File: src/rtl/sixteen_source_rr_scheduler.sv
// Round-robin owner of the 16:1 source mux: picks one requester at a time,
// drives the mux selects and holds the grant for up to BURST_LEN accepted beats.
module sixteen_source_rr_scheduler #(
  parameter int BURST_LEN = 4
) (
  input  logic        clk,
  input  logic        reset_n,
  input  logic        en,
  input  logic [15:0] req,
  input  logic        out_ready,
  output logic        s0,
  output logic        s1,
  output logic        s2,
  output logic        s3,
  output logic        out_valid,
  output logic [15:0] grant
);

  typedef enum logic {IDLE, SERVE} state_t;

  state_t      r_state, w_state_nxt;
  logic [3:0]  r_idx, w_idx_nxt;
  logic [3:0]  r_last, w_last_nxt;
  logic [15:0] r_grant, w_grant_nxt;
  logic [7:0]  r_cnt, w_cnt_nxt;

  logic [3:0]  w_win;
  logic [3:0]  w_cand;
  logic        w_found;
  logic        w_xfer;
  logic        w_end;

  // Search starts one past the last winner, so the previous owner comes last.
  always_comb begin
    w_win   = r_last;
    w_cand  = r_last;
    w_found = 1'b0;
    for (int i = 1; i <= 16; i++) begin
      w_cand = r_last + i[3:0];
      if (!w_found && req[w_cand]) begin
        w_win   = w_cand;
        w_found = 1'b1;
      end
    end
  end

  assign w_xfer = (r_state == SERVE) && out_ready;
  assign w_end  = (r_state == SERVE) &&
                  (!req[r_idx] || (w_xfer && (r_cnt == 8'(BURST_LEN - 1))));

  always_comb begin
    w_state_nxt = r_state;
    w_idx_nxt   = r_idx;
    w_last_nxt  = r_last;
    w_grant_nxt = r_grant;
    w_cnt_nxt   = r_cnt;
    case (r_state)
      IDLE: begin
        if (en && w_found) begin
          w_state_nxt = SERVE;
          w_idx_nxt   = w_win;
          w_last_nxt  = w_win;
          w_grant_nxt = 16'b1 << w_win;
          w_cnt_nxt   = 8'd0;
        end
      end
      SERVE: begin
        if (w_end) begin
          // Hand over without a bubble when anyone is still asking.
          w_cnt_nxt = 8'd0;
          if (en && w_found) begin
            w_idx_nxt   = w_win;
            w_last_nxt  = w_win;
            w_grant_nxt = 16'b1 << w_win;
          end else begin
            w_state_nxt = IDLE;
            w_grant_nxt = 16'd0;
          end
        end else if (w_xfer) begin
          w_cnt_nxt = r_cnt + 8'd1;
        end
      end
      default: begin
        w_state_nxt = IDLE;
        w_grant_nxt = 16'd0;
      end
    endcase
  end

  always_ff @(posedge clk or negedge reset_n) begin
    if (!reset_n) begin
      r_state <= IDLE;
      r_idx   <= 4'd0;
      r_last  <= 4'hF;
      r_grant <= 16'd0;
      r_cnt   <= 8'd0;
    end else begin
      r_state <= w_state_nxt;
      r_idx   <= w_idx_nxt;
      r_last  <= w_last_nxt;
      r_grant <= w_grant_nxt;
      r_cnt   <= w_cnt_nxt;
    end
  end

  assign s0        = r_idx[0];
  assign s1        = r_idx[1];
  assign s2        = r_idx[2];
  assign s3        = r_idx[3];
  assign out_valid = (r_state == SERVE);
  assign grant     = r_grant;

endmodule
File: config.mk
export PLATFORM = sky130hd
export DESIGN_NAME = sixteen_source_rr_scheduler
export DESIGN_NICKNAME = d
export VERILOG_FILES = /design/src/rtl/sixteen_source_rr_scheduler.sv
export SDC_FILE = /design/constraint.sdc
export NUM_CORES = 1
export LEC_CHECK = 0
export ABC_AREA = 1
export ABC_CLOCK_PERIOD_IN_PS = 4100
export BUFFER_PORTS_ARGS = -buffer_cell sky130_fd_sc_hd__buf_2
export CORE_MARGIN = 2
export CORE_UTILIZATION = 23
export DETAILED_ROUTE_END_ITERATION = 8
export PLACE_DENSITY = 0.41
export REMOVE_ABC_BUFFERS = 1
export SETUP_SLACK_MARGIN = 0.02
export SYNTH_ARGS = -nofsm -noshare
export SYNTH_HDL_FRONTEND = slang
export SYNTH_SLANG_ARGS = --single-unit
File: constraint.sdc
create_clock -name clk -period 4.1 [get_ports clk]
set_input_delay 0 -clock clk [delete_from_list [all_inputs] [get_ports clk]]
set_output_delay 0 -clock clk [all_outputs]
set_load 0.02 [all_outputs]
==> run summary, run 1 <==
CORE AREA: 15300 sq um
Crit-path max FO: 14
Critical Setup Path Class: reg2reg
Post-Syn Instances: 594
Drt total wl: 12.1 mm
Detailed-router iteration count before antenna repair: 5
Synth top area cells: nand2_1 22%, dfrtp_1 20%, nand3_1 13%, inv_1 5.8%, nand2_2 4.0%
Placement-stage cell area: 4130 sq um
Fillers: 1732
First-pass GRT wire length: 19.6 mm
CTS clk-pin slew, worst paths: 60 ps
H-tree level count: 2
Crit end category: flop
Crit path max-delay family: simple AND/OR/NAND/NOR gates
Final Max Tran Viols: 0
CTS max path bufs: 2
Largest net degree at the start of global routing: 34
Remaining Overflow, GRT: 0
Vias per cell: 4.53
Die X: 129 um
I/O pins: 41
Fmax achieved: 276 MHz
Unrepaired setup endpoints after global routing: no
Drt wl/cell: 14.0 um
Post-synth EDFFs: 0
Final Hold Vio Count: 0
Layout cell share with drive strength beyond 1: 21.3%
Worst EP required: 4310 ps
Critical path's most frequent cell: nand2_1
Die Height: 129 um
Synth area leader: nand2_1
Number of port buffers: 40
Vias in the first global route: 3753
Post-Place Worst Slack: 35.6 ps
Rel. slew slack: 49.8%
Fin crit share: 88.4%
Register area share after synthesis: 23.0%
Tmin final: 3620 ps
Initial core utilization: 23.7%
FP Rows: 45
CP bufs+invs: 6
Slew @ Worst Pin: 754 ps
Worst Path Arrival: 3840 ps
Final net count: 680
Predominant post-synthesis flop cell: dfrtp_1
Status: finished clean
Yosys cell types: 45
Largest stage delay on the critical path: 520 ps
First DRT Iteration DRCs: 252
Drt drc: 0
Layout Area Growth over Synthesis: 21.3%
Placer's final routability congestion estimate: 0.875
Initial antenna violation count: 0
Syn_area_per_cell: 6.08 sq um
Hold WC Path Type: in2reg
Startpoint Class: flop
Yosys synthesis warning count: 0
TritonCTS Buffers: 5
DP Wirelength: 9.82 mm
Post-route ant nets: 0
Finished Layout Cells: 863
Clk_skew: 5.26 ps
Vias: 3906
Share of the synthesized area in the top cell type: 22.5%
Seq cells post-synth: 33
Placed Cells: 852
Final worst slack: 477 ps
MaxCap Viol Count: 0
Slowest stage cell, crit path: dfstp_2
Cell area after synthesis: 3610 sq um
Design Area, Final: 4380 sq um
Skew-Pair Late Insertion Delay: 280 ps
Final setup fails: 0
All-Layer GR Usage: 15.0%
TritonCTS clock tree: yes
Sink Count: 33
Root buf cell: clkbuf_16
# diodes: 0
Layout Utilization: 28.7%
Share of synthesized flip-flops with an asynchronous set or reset: 100%
Die ar.: 16700 sq um
## worst reg2reg max path: cells and delay by family, from the launching register on
kind	cells	cell delay, ps
flops	1	520
buf+inv	6	840
fa+ha+maj	1	350
simple gates	17	1660
compound gates	1	180
## layout by cell type, fill, tap and decap left out, types with 4 or more instances in the layout
cell type,netlist,routed
nand3_2,4,6
nor2_2,2,5
ha_1,9,8
clkbuf_16,0,5
o21ai_0,25,24
buf_4,2,22
nand2_2,23,22
xor2_1,8,8
inv_1,56,55
nand2_1,216,216
xnor2_1,4,4
a21oi_1,16,16
nand3_1,92,90
nor2_1,35,31
dfrtp_1,29,29
buf_2,5,40
nand4_1,11,11
dfstp_2,4,4
inv_2,11,11
o21ai_1,3,4
## through the flow
stage | hold WS [ps] | TNS, ps
3_3_place_gp | 125 | -296
3_5_place_dp | 131 | 0
5_1_grt | 52.6 | 0
4_1_cts | 20.8 | 0
6_report | 27.9 | 0
2_1_floorplan | -296 | 0
## state kept, by name, summed over array words and instances (netlist names)
name       count
r_cnt          8
r_last         4
grant         16
out_valid      1
r_idx          4
## synthesized netlist by cell type (all sizes together), types with 2 or more instances
cell	number
o21ai	30
dfstp	4
xor2	9
nor3	3
mux2i	2
o21a	2
nand2	241
ha	9
nand4	14
clkinv	2
clkbuf	2
o221ai	2
dfrtp	29
nand3	96
nor2	40
a21oi	17
buf	12
xnor2	5
inv	69
## layout make-up
class	count	area [sq um]	share of cell area [%]
Multi-Input combinational cell	476	2440	55.8
Sequential cell	33	831	19.0
Timing Repair Buffer	64	387	8.83
Inverter	71	279	6.37
Tap cell	211	264	6.03
Clock buffer	6	139	3.17
Clock inverter	2	37.5	0.857
## final timing paths
kind,startpoint,end,slack (ps),cells after the start
setup / recovery,r_last[1],grant[11],480,25
hold / removal,en,out_valid,30,3
setup reg to reg,r_last[1],grant[11],480,25
hold reg to reg,grant[4],grant[4],470,2
max in group asynchronous,reset_n,grant[9],3290,2
min in group asynchronous,reset_n,r_cnt[4],330,2
## per-layer routing
metal	vias to the layer above	share of wire, %	GRT usage (%)
li1	2022	-	-
met1	1786	49	20.7
met2	90	47	25.4
met3	8	2.7	1.65
met4	0	0.82	2.69
met5	-	0	0
## kinds of logic (layout without fill, tap and decap cells)
family	Yosys count	in the layout	synth area share (%)
xor+xnor	14	14	3.81
compound gates	55	55	8.97
flops	33	33	23.0
mux	2	2	0.554
simple gates	396	396	50.0
buf+inv	85	143	10.5
fa+ha+maj	9	9	3.12
## timing repair
action | in CTS | in global routing
setup endpoints to repair | 6 | 23
resized for setup | 1 | 12
pin swaps | 0 | 0
buffers inserted | 2 | 0
endpoints found under the hold margin | 29 | 0
hold buffers | 1 | 0
Power of run 1 is not shown: default switching activity piles up to over one toggle a cycle in this logic, so the estimate is an artifact.
==> run 2, diff against run 1 <==
--- a/config.mk
+++ b/config.mk
@@ -5,13 +5,13 @@
 export SDC_FILE = /design/constraint.sdc
 export NUM_CORES = 1
 export LEC_CHECK = 0
-export ABC_AREA = 1
 export ABC_CLOCK_PERIOD_IN_PS = 4100
 export BUFFER_PORTS_ARGS = -buffer_cell sky130_fd_sc_hd__buf_2
 export CORE_MARGIN = 2
-export CORE_UTILIZATION = 23
+export CORE_UTILIZATION = 55
 export DETAILED_ROUTE_END_ITERATION = 8
-export PLACE_DENSITY = 0.41
+export HOLD_SLACK_MARGIN = 0.08
+export PLACE_DENSITY = 0.78
 export REMOVE_ABC_BUFFERS = 1
 export SETUP_SLACK_MARGIN = 0.02
 export SYNTH_ARGS = -nofsm -noshare
==> run 2 against run 1 <==
Compared with the run above: the run now ends with negative setup slack left; clock-buffer cell count rose by 1; area after synthesis rose by 20%; sequential share of layout area shrank 3.9 points; non-clock buffer count grew 49; flip-flop and latch count stayed put; critical path depth shrank 12; cell area rose by 26%; core utilization grew 43 points; register-to-register slack worse by 500 ps; first-iteration DRC count is 90% higher.
==> run summary, run 2 <==
Status: finished with violations
Failing checks: negative setup slack
Cells along the critical path: inv_1 > ha_4 > clkbuf_16 > mux2_2 > mux4_2 > mux2i_2 > buf_4 > nand3b_4 > or3b_4 > a32oi_4 > o32ai_4 > or3_1 > o31ai_1
Rel. slew slack: 51.6% (+1.8 points)
Drt wl/cell: 22.3 um (+59%)
Design Area, Final: 5520 sq um (+26%)
Detailed-router iteration count before antenna repair: 6 (+1)
Final setup fails: 1 (+1)
Post-synth EDFFs: 0 (unchanged)
Crit path max-delay family: multiplexers
Syn_area_per_cell: 9.37 sq um (+54%)
Cell area after synthesis: 4320 sq um (+20%)
Drt total wl: 14.7 mm (+21%)
Number of port buffers: 40 (unchanged)
Final worst slack: -22.0 ps (-499 ps)
Top Usage Layer GRT: met2
FP Rows: 32 (-29%)
Startpoint Class: flop
Commonest non-fill, non-tap cell in the layout: buf_4
First DRT Iteration DRCs: 479 (+90%)
Met2 usage in global routing: 53.0% (+28 points)
CTS max path bufs: 2 (unchanged)
Post-Syn Instances: 461 (-22%)
Worst Path Arrival: 4310 ps (+470 ps)
Most frequent cell after synthesis: nand2_1
GR met1 Demand/Resource: 48.5% (+28 points)
All-Layer GR Usage: 34.2% (+19 points)
Most frequent cells in the layout: 63 x buf_4, 42 x nand2_1, 40 x buf_2, 35 x mux2i_1, 34 x mux4_2
Top post-synthesis cells by count: 43 x nand2_1, 37 x mux2i_1, 34 x mux4_2
Predominant post-synthesis flop cell: dfrtp_1
CORE AREA: 7650 sq um (-50%)
Share of the synthesized area in the top cell type: 17.7% (-4.7 points)
Unrepaired setup endpoints after global routing: yes
Drt drc: 0 (unchanged)
Fillers: 560 (-68%)
Layout Area Growth over Synthesis: 27.7%
Final Hold Vio Count: 0 (unchanged)
Final Max Tran Viols: 0 (unchanged)
Reg2Reg Setup Slack: -20 ps (-500 ps)
Placed Cells: 629 (-26%)
Placer's final routability congestion estimate: 1.07 (+22%)
Fmax achieved: 243 MHz (-12%)
GR Layer Usage met3: 6.43% (+4.8 points)
Register area: 831 sq um (unchanged)
Placement-stage cell area: 4910 sq um (+19%)
Die X: 92.6 um (-28%)
Vias: 4546 (+16%)
Vias per cell: 6.89 (+52%)
Layout cell share with drive strength beyond 1: 39.4% (+18 points)
I/O pins: 41 (unchanged)
Seq cells post-synth: 33 (unchanged)
Sink Count: 33 (unchanged)
Root buf cell: clkbuf_8
Finished Layout Cells: 660 (-24%)
First-pass GRT wire length: 22.9 mm (+17%)
Initial core utilization: 56.5% (+33 points)
CP bufs+invs: 3 (-3)
Vias in the first global route: 4394 (+17%)
Final net count: 586 (-14%)
Synth top area cells: mux4_2 18%, dfrtp_1 17%, mux2i_1 8.6%, nand2_1 3.7%, mux2_2 3.7%
Register area share after synthesis: 19.2% (-3.8 points)
# diodes: 0 (unchanged)
DP Wirelength: 10.6 mm (+7.5%)
Largest stage delay on the critical path: 540 ps (+20 ps)
Initial antenna violation count: 0 (unchanged)
Skew-Pair Late Insertion Delay: 290 ps (about the same)
TritonCTS Buffers: 5 (unchanged)
Hold WC Path Type: in2async
Crit end category: flop
Yosys synthesis warning count: 0 (unchanged)
Share of synthesized flip-flops with an asynchronous set or reset: 100% (unchanged)
Max reg flops: 16 (unchanged)
Largest net degree at the start of global routing: 34 (unchanged)
Post-route ant nets: 0 (unchanged)
Critical Setup Path Class: reg2reg
Slew @ Worst Pin: 726 ps (-27.3 ps)
Die Height: 92.6 um (-28%)
Multi-input logic area: 3550 sq um (+45%)
Crit-path max FO: 5 (-9)
Remaining Overflow, GRT: 0 (unchanged)
Tmin final: 4120 ps (+499 ps)
Die ar.: 8580 sq um (-49%)
H-tree level count: 2 (unchanged)
Synth area leader: mux4_2
Clk_skew: 7.43 ps (+2.17 ps)
MaxCap Viol Count: 0 (unchanged)
Worst EP required: 4290 ps (-20 ps)
Fin crit share: 101% (+12 points)
TritonCTS clock tree: yes
CTS clk-pin slew, worst paths: 70 ps (about the same)
Yosys cell types: 79 (+76%)
Setup_tns: -22.0 ps (-22.0 ps)
Slowest stage cell, crit path: dfstp_2
==> run 2: cell count changes after synthesis, sizes merged, moves of 14 or more <==
cell / previous run / this run
inv: 69 / 17
mux2i: 2 / 37
nand2: 241 / 44
nand3: 96 / 17
mux2: 0 / 22
mux4: 0 / 34
nor3: 3 / 24
nand4: 14 / 0
==> run 2: timing repair <==
| item | CTS | global route |
|---|---|---|
| cloned | 2 | 1 |
| buffers inserted | 7 | 10 |
| gates resized for setup | 21 | 33 |
| setup endpoints to repair | 24 | 26 |
| pin swaps | 8 | 8 |
| hold buffers | 3 | 0 |
| hold endpoints to repair | 32 | 0 |
==> run 2: layer usage <==
layer  wire, um  part of all wire, %
met4        482                  3.3
met2       6840                   47
met5          0                    0
met3       1410                  9.6
met1       5960                   41
==> run 2: cells by family after synthesis <==
| group | synth area share [%] |
|---|---|
| AO/OA/AOI/OAI | 20.9 |
| XOR/XNOR | 2.81 |
| adder cells (fa/ha/maj) | 2.61 |
| buffers and inverters | 4.78 |
| flip-flops | 19.2 |
| multiplexers | 32.0 |
| AND/OR/NAND/NOR | 17.6 |
==> run 2: per-stage QoR <==
stage	hold WS, ps	worst slack (ps)	util (%)
after global routing	380	-108	72.1
after detailed placement	94.5	-86.9	64.2
after floorplan	-296	-1080	-
final	309	-22.0	72.1
after global placement	86.0	-27.0	64.2
after CTS	328	42.5	68.8
==> run 2: area by class of cell <==
| type | count | share of cell area [%] |
|---|---|---|
| clock buffer | 7 | 1.75 |
| clock inverter | 1 | 0.0907 |
| inverter | 17 | 1.16 |
| multi-input combinational | 387 | 64.4 |
| sequential | 33 | 15.1 |
| tap | 102 | 2.31 |
| timing repair buffer | 113 | 15.2 |
==> run 2: final timing paths <==
kind / depth (start not counted) / start / endpoint
min in group clk: 2 / grant[9] / grant[9]
hold reg to reg: 2 / grant[9] / grant[9]
setup / recovery: 13 / r_last[1] / grant[4]
setup reg to reg: 13 / r_last[1] / grant[4]
hold / removal: 2 / reset_n / r_cnt[3]
max in group asynchronous: 2 / reset_n / r_idx[0]
==> run 2: worst reg2reg max path, cell delays in order, from the launching register on <==
cell and delay (ps):
dfstp_2 540, inv_1 90, ha_4 350, clkbuf_16 150, mux2_2 350, mux4_2 520, mux2i_2 260, buf_4 190
nand3b_4 80, or3b_4 410, a32oi_4 300, o32ai_4 160, or3_1 390, o31ai_1 240
Power of run 2 is left out for the same reason.
==> run 3, diff against run 2 <==
--- a/config.mk
+++ b/config.mk
@@ -9,6 +9,7 @@
 export BUFFER_PORTS_ARGS = -buffer_cell sky130_fd_sc_hd__buf_2
 export CORE_MARGIN = 2
 export CORE_UTILIZATION = 55
+export CTS_CLUSTER_SIZE = 20
 export DETAILED_ROUTE_END_ITERATION = 8
 export HOLD_SLACK_MARGIN = 0.08
 export PLACE_DENSITY = 0.78
==> constraint.sdc (replaced) <==
create_clock -name clk -period 4.1 [get_ports clk]
set_input_delay 1.23 -clock clk [delete_from_list [all_inputs] [get_ports clk]]
set_output_delay 1.23 -clock clk [all_outputs]
set_load 0.02 [all_outputs]
==> run 3 against run 2 <==
Compared with the run above: the flow still finishes with violations (negative setup slack); global-route usage is 3.7 points higher; flip-flop and latch count unchanged; fmax decreased by 5.8%.
==> run summary, run 3 (synthesis gave the netlist of run 2 again) <==
Largest stage delay on the critical path: 540 ps (about the same)
Rel. slew slack: 48.9% (-2.6 points)
Tmin final: 4370 ps (+252 ps)
Drt wl/cell: 25.3 um (+14%)
TritonCTS Buffers: 5 (unchanged)
Number of port buffers: 40 (unchanged)
Drt total wl: 18.8 mm (+28%)
Final Max Tran Viols: 0 (unchanged)
Die ar.: 8580 sq um (unchanged)
Final worst slack: -274 ps (-252 ps)
Failing checks: negative setup slack
Unrepaired setup endpoints after global routing: yes
FP Rows: 32 (unchanged)
DP Wirelength: 12.3 mm (+17%)
Initial antenna violation count: 0 (unchanged)
Final Hold Vio Count: 0 (unchanged)
Clk_skew: 14.0 ps (+6.56 ps)
Hold Crit Depth: 2
Placement-stage cell area: 5540 sq um (+13%)
Final Hold Slack: 490 ps (+181 ps)
Placer's final routability congestion estimate: 0.995 (-6.7%)
Worst Path Arrival: 4530 ps (+220 ps)
CTS clk-pin slew, worst paths: 70 ps (about the same)
Fin crit share: 107% (+6.2 points)
Min-Delay Endpoint: grant[9]
Skew-Pair Late Insertion Delay: 290 ps (about the same)
Register area: 831 sq um (unchanged)
Design Area, Final: 6420 sq um (+16%)
Slowest stage cell, crit path: dfstp_2
Initial core utilization: 56.5% (unchanged)
Fmax achieved: 229 MHz (-5.8%)
Die Height: 92.6 um (unchanged)
Max reg flops: 16 (unchanged)
Cts hold-fix bufs: 0 (-3)
Crit-path max FO: 10 (+5)
Slew @ Worst Pin: 766 ps (+39.7 ps)
Final net count: 670 (+14%)
Hold WC Path Type: reg2reg
Remaining Overflow, GRT: 0 (unchanged)
Worst EP required: 4260 ps (-30 ps)
Post-Place Worst Slack: -389 ps (-302 ps)
All-Layer GR Usage: 37.9% (+3.7 points)
First-pass GRT wire length: 25.2 mm (+10%)
# diodes: 0 (unchanged)
Vias in the first global route: 4676 (+6.4%)
Most frequent cells in the layout: 143 x buf_4, 43 x nand2_1, 34 x mux4_2, 29 x dfrtp_1, 28 x mux2i_1
Die X: 92.6 um (unchanged)
Multi-input logic area: 3720 sq um (+4.7%)
Root buf cell: clkbuf_8
H-tree level count: 2 (unchanged)
Cells along the critical path: inv_1 > ha_4 > buf_12 > mux2_1 > mux4_2 > mux2i_1 > buf_4 > nand3_4 > nor3_4 > buf_6 > o2111ai_4 > o2111a_1 > a211oi_4 > nor2_4 > clkbuf_16 > o31ai_1
Reg2Reg Setup Slack: -270 ps (-250 ps)
MaxCap Viol Count: 0 (unchanged)
Status: finished with violations
I/O pins: 41 (unchanged)
CORE AREA: 7650 sq um (unchanged)
Startpoint Class: flop
Worst Hold Launch: grant[9]
Reg2Reg Depth: 16 (+3)
Final setup fails: 23 (+22)
Crit path max-delay family: multiplexers
Layout Area Growth over Synthesis: 48.8%
Largest net degree at the start of global routing: 34 (unchanged)
Commonest non-fill, non-tap cell in the layout: buf_4
Fillers: 411 (-27%)
RR Startpoint: r_last[0]
CP bufs+invs: 5 (+2)
Critical Setup Path Class: reg2reg
Drt drc: 0 (unchanged)
Detailed-router iteration count before antenna repair: 6 (unchanged)
First DRT Iteration DRCs: 751 (+57%)
Sink Count: 33 (unchanged)
Layout cell share with drive strength beyond 1: 50.5% (+11 points)
Crit end category: flop
CTS max path bufs: 2 (unchanged)
Post-route ant nets: 0 (unchanged)
Vias: 5388 (+19%)
Vias per cell: 7.24 (+5.1%)
Worst reg2reg path endpoint: grant[12]
TritonCTS clock tree: yes
-- run 3: how the worst max path moves through the flow --
stage,depth (start not counted),endpoint,from
3_5_place_dp,14,grant[6],req[8]
3_3_place_gp,10,grant[4],req[2]
2_1_floorplan,10,grant[2],r_last[0]
5_1_grt,16,grant[12],r_last[0]
4_1_cts,10,grant[4],req[0]
6_report,16,grant[12],r_last[0]
-- run 3: layout make-up --
class | instances | area share, %
Inverter | 17 | 0.993
Sequential cell | 33 | 12.9
Multi-Input combinational cell | 387 | 57.9
Tap cell | 102 | 1.99
Timing Repair Buffer | 197 | 24.8
Clock buffer | 8 | 1.40
-- run 3: through the flow --
stage / utilization [%] / setup TNS (ps) / instances
2_1_floorplan: - / -30050 / 436
3_3_place_gp: 72.4 / -7330 / 711
3_5_place_dp: 72.4 / -9010 / 711
4_1_cts: 75.9 / -57.6 / 721
5_1_grt: 84.0 / -4280 / 744
6_report: 84.0 / -2320 / 744
-- run 3: worst register-to-register path: stages (launching register included) --
cell	delay, ps
dfstp_2	540
inv_1	80
ha_4	320
buf_12	140
mux2_1	400
mux4_2	540
mux2i_1	220
buf_4	200
nand3_4	120
nor3_4	260
buf_6	130
o2111ai_4	120
o2111a_1	200
a211oi_4	330
nor2_4	100
clkbuf_16	180
o31ai_1	370
-- run 3: metal layers --
layer / vias up / wire (um) / GRT usage [%]
met1: 2534 / 6540 / 51.1
li1: 2186 / - / -
met5: - / 0 / 0
met2: 515 / 8660 / 61.7
met3: 153 / 2270 / 6.10
met4: 0 / 1380 / 14.5
-- run 3: repair_timing --
| action | in CTS | in global routing |
|---|---|---|
| resized for setup | 34 | 86 |
| setup buffers | 1 | 21 |
| pin swaps | 5 | 29 |
| gates cloned | 1 | 2 |
| endpoints found under the setup margin | 20 | 32 |
Power of run 3 is left out for the same reason.
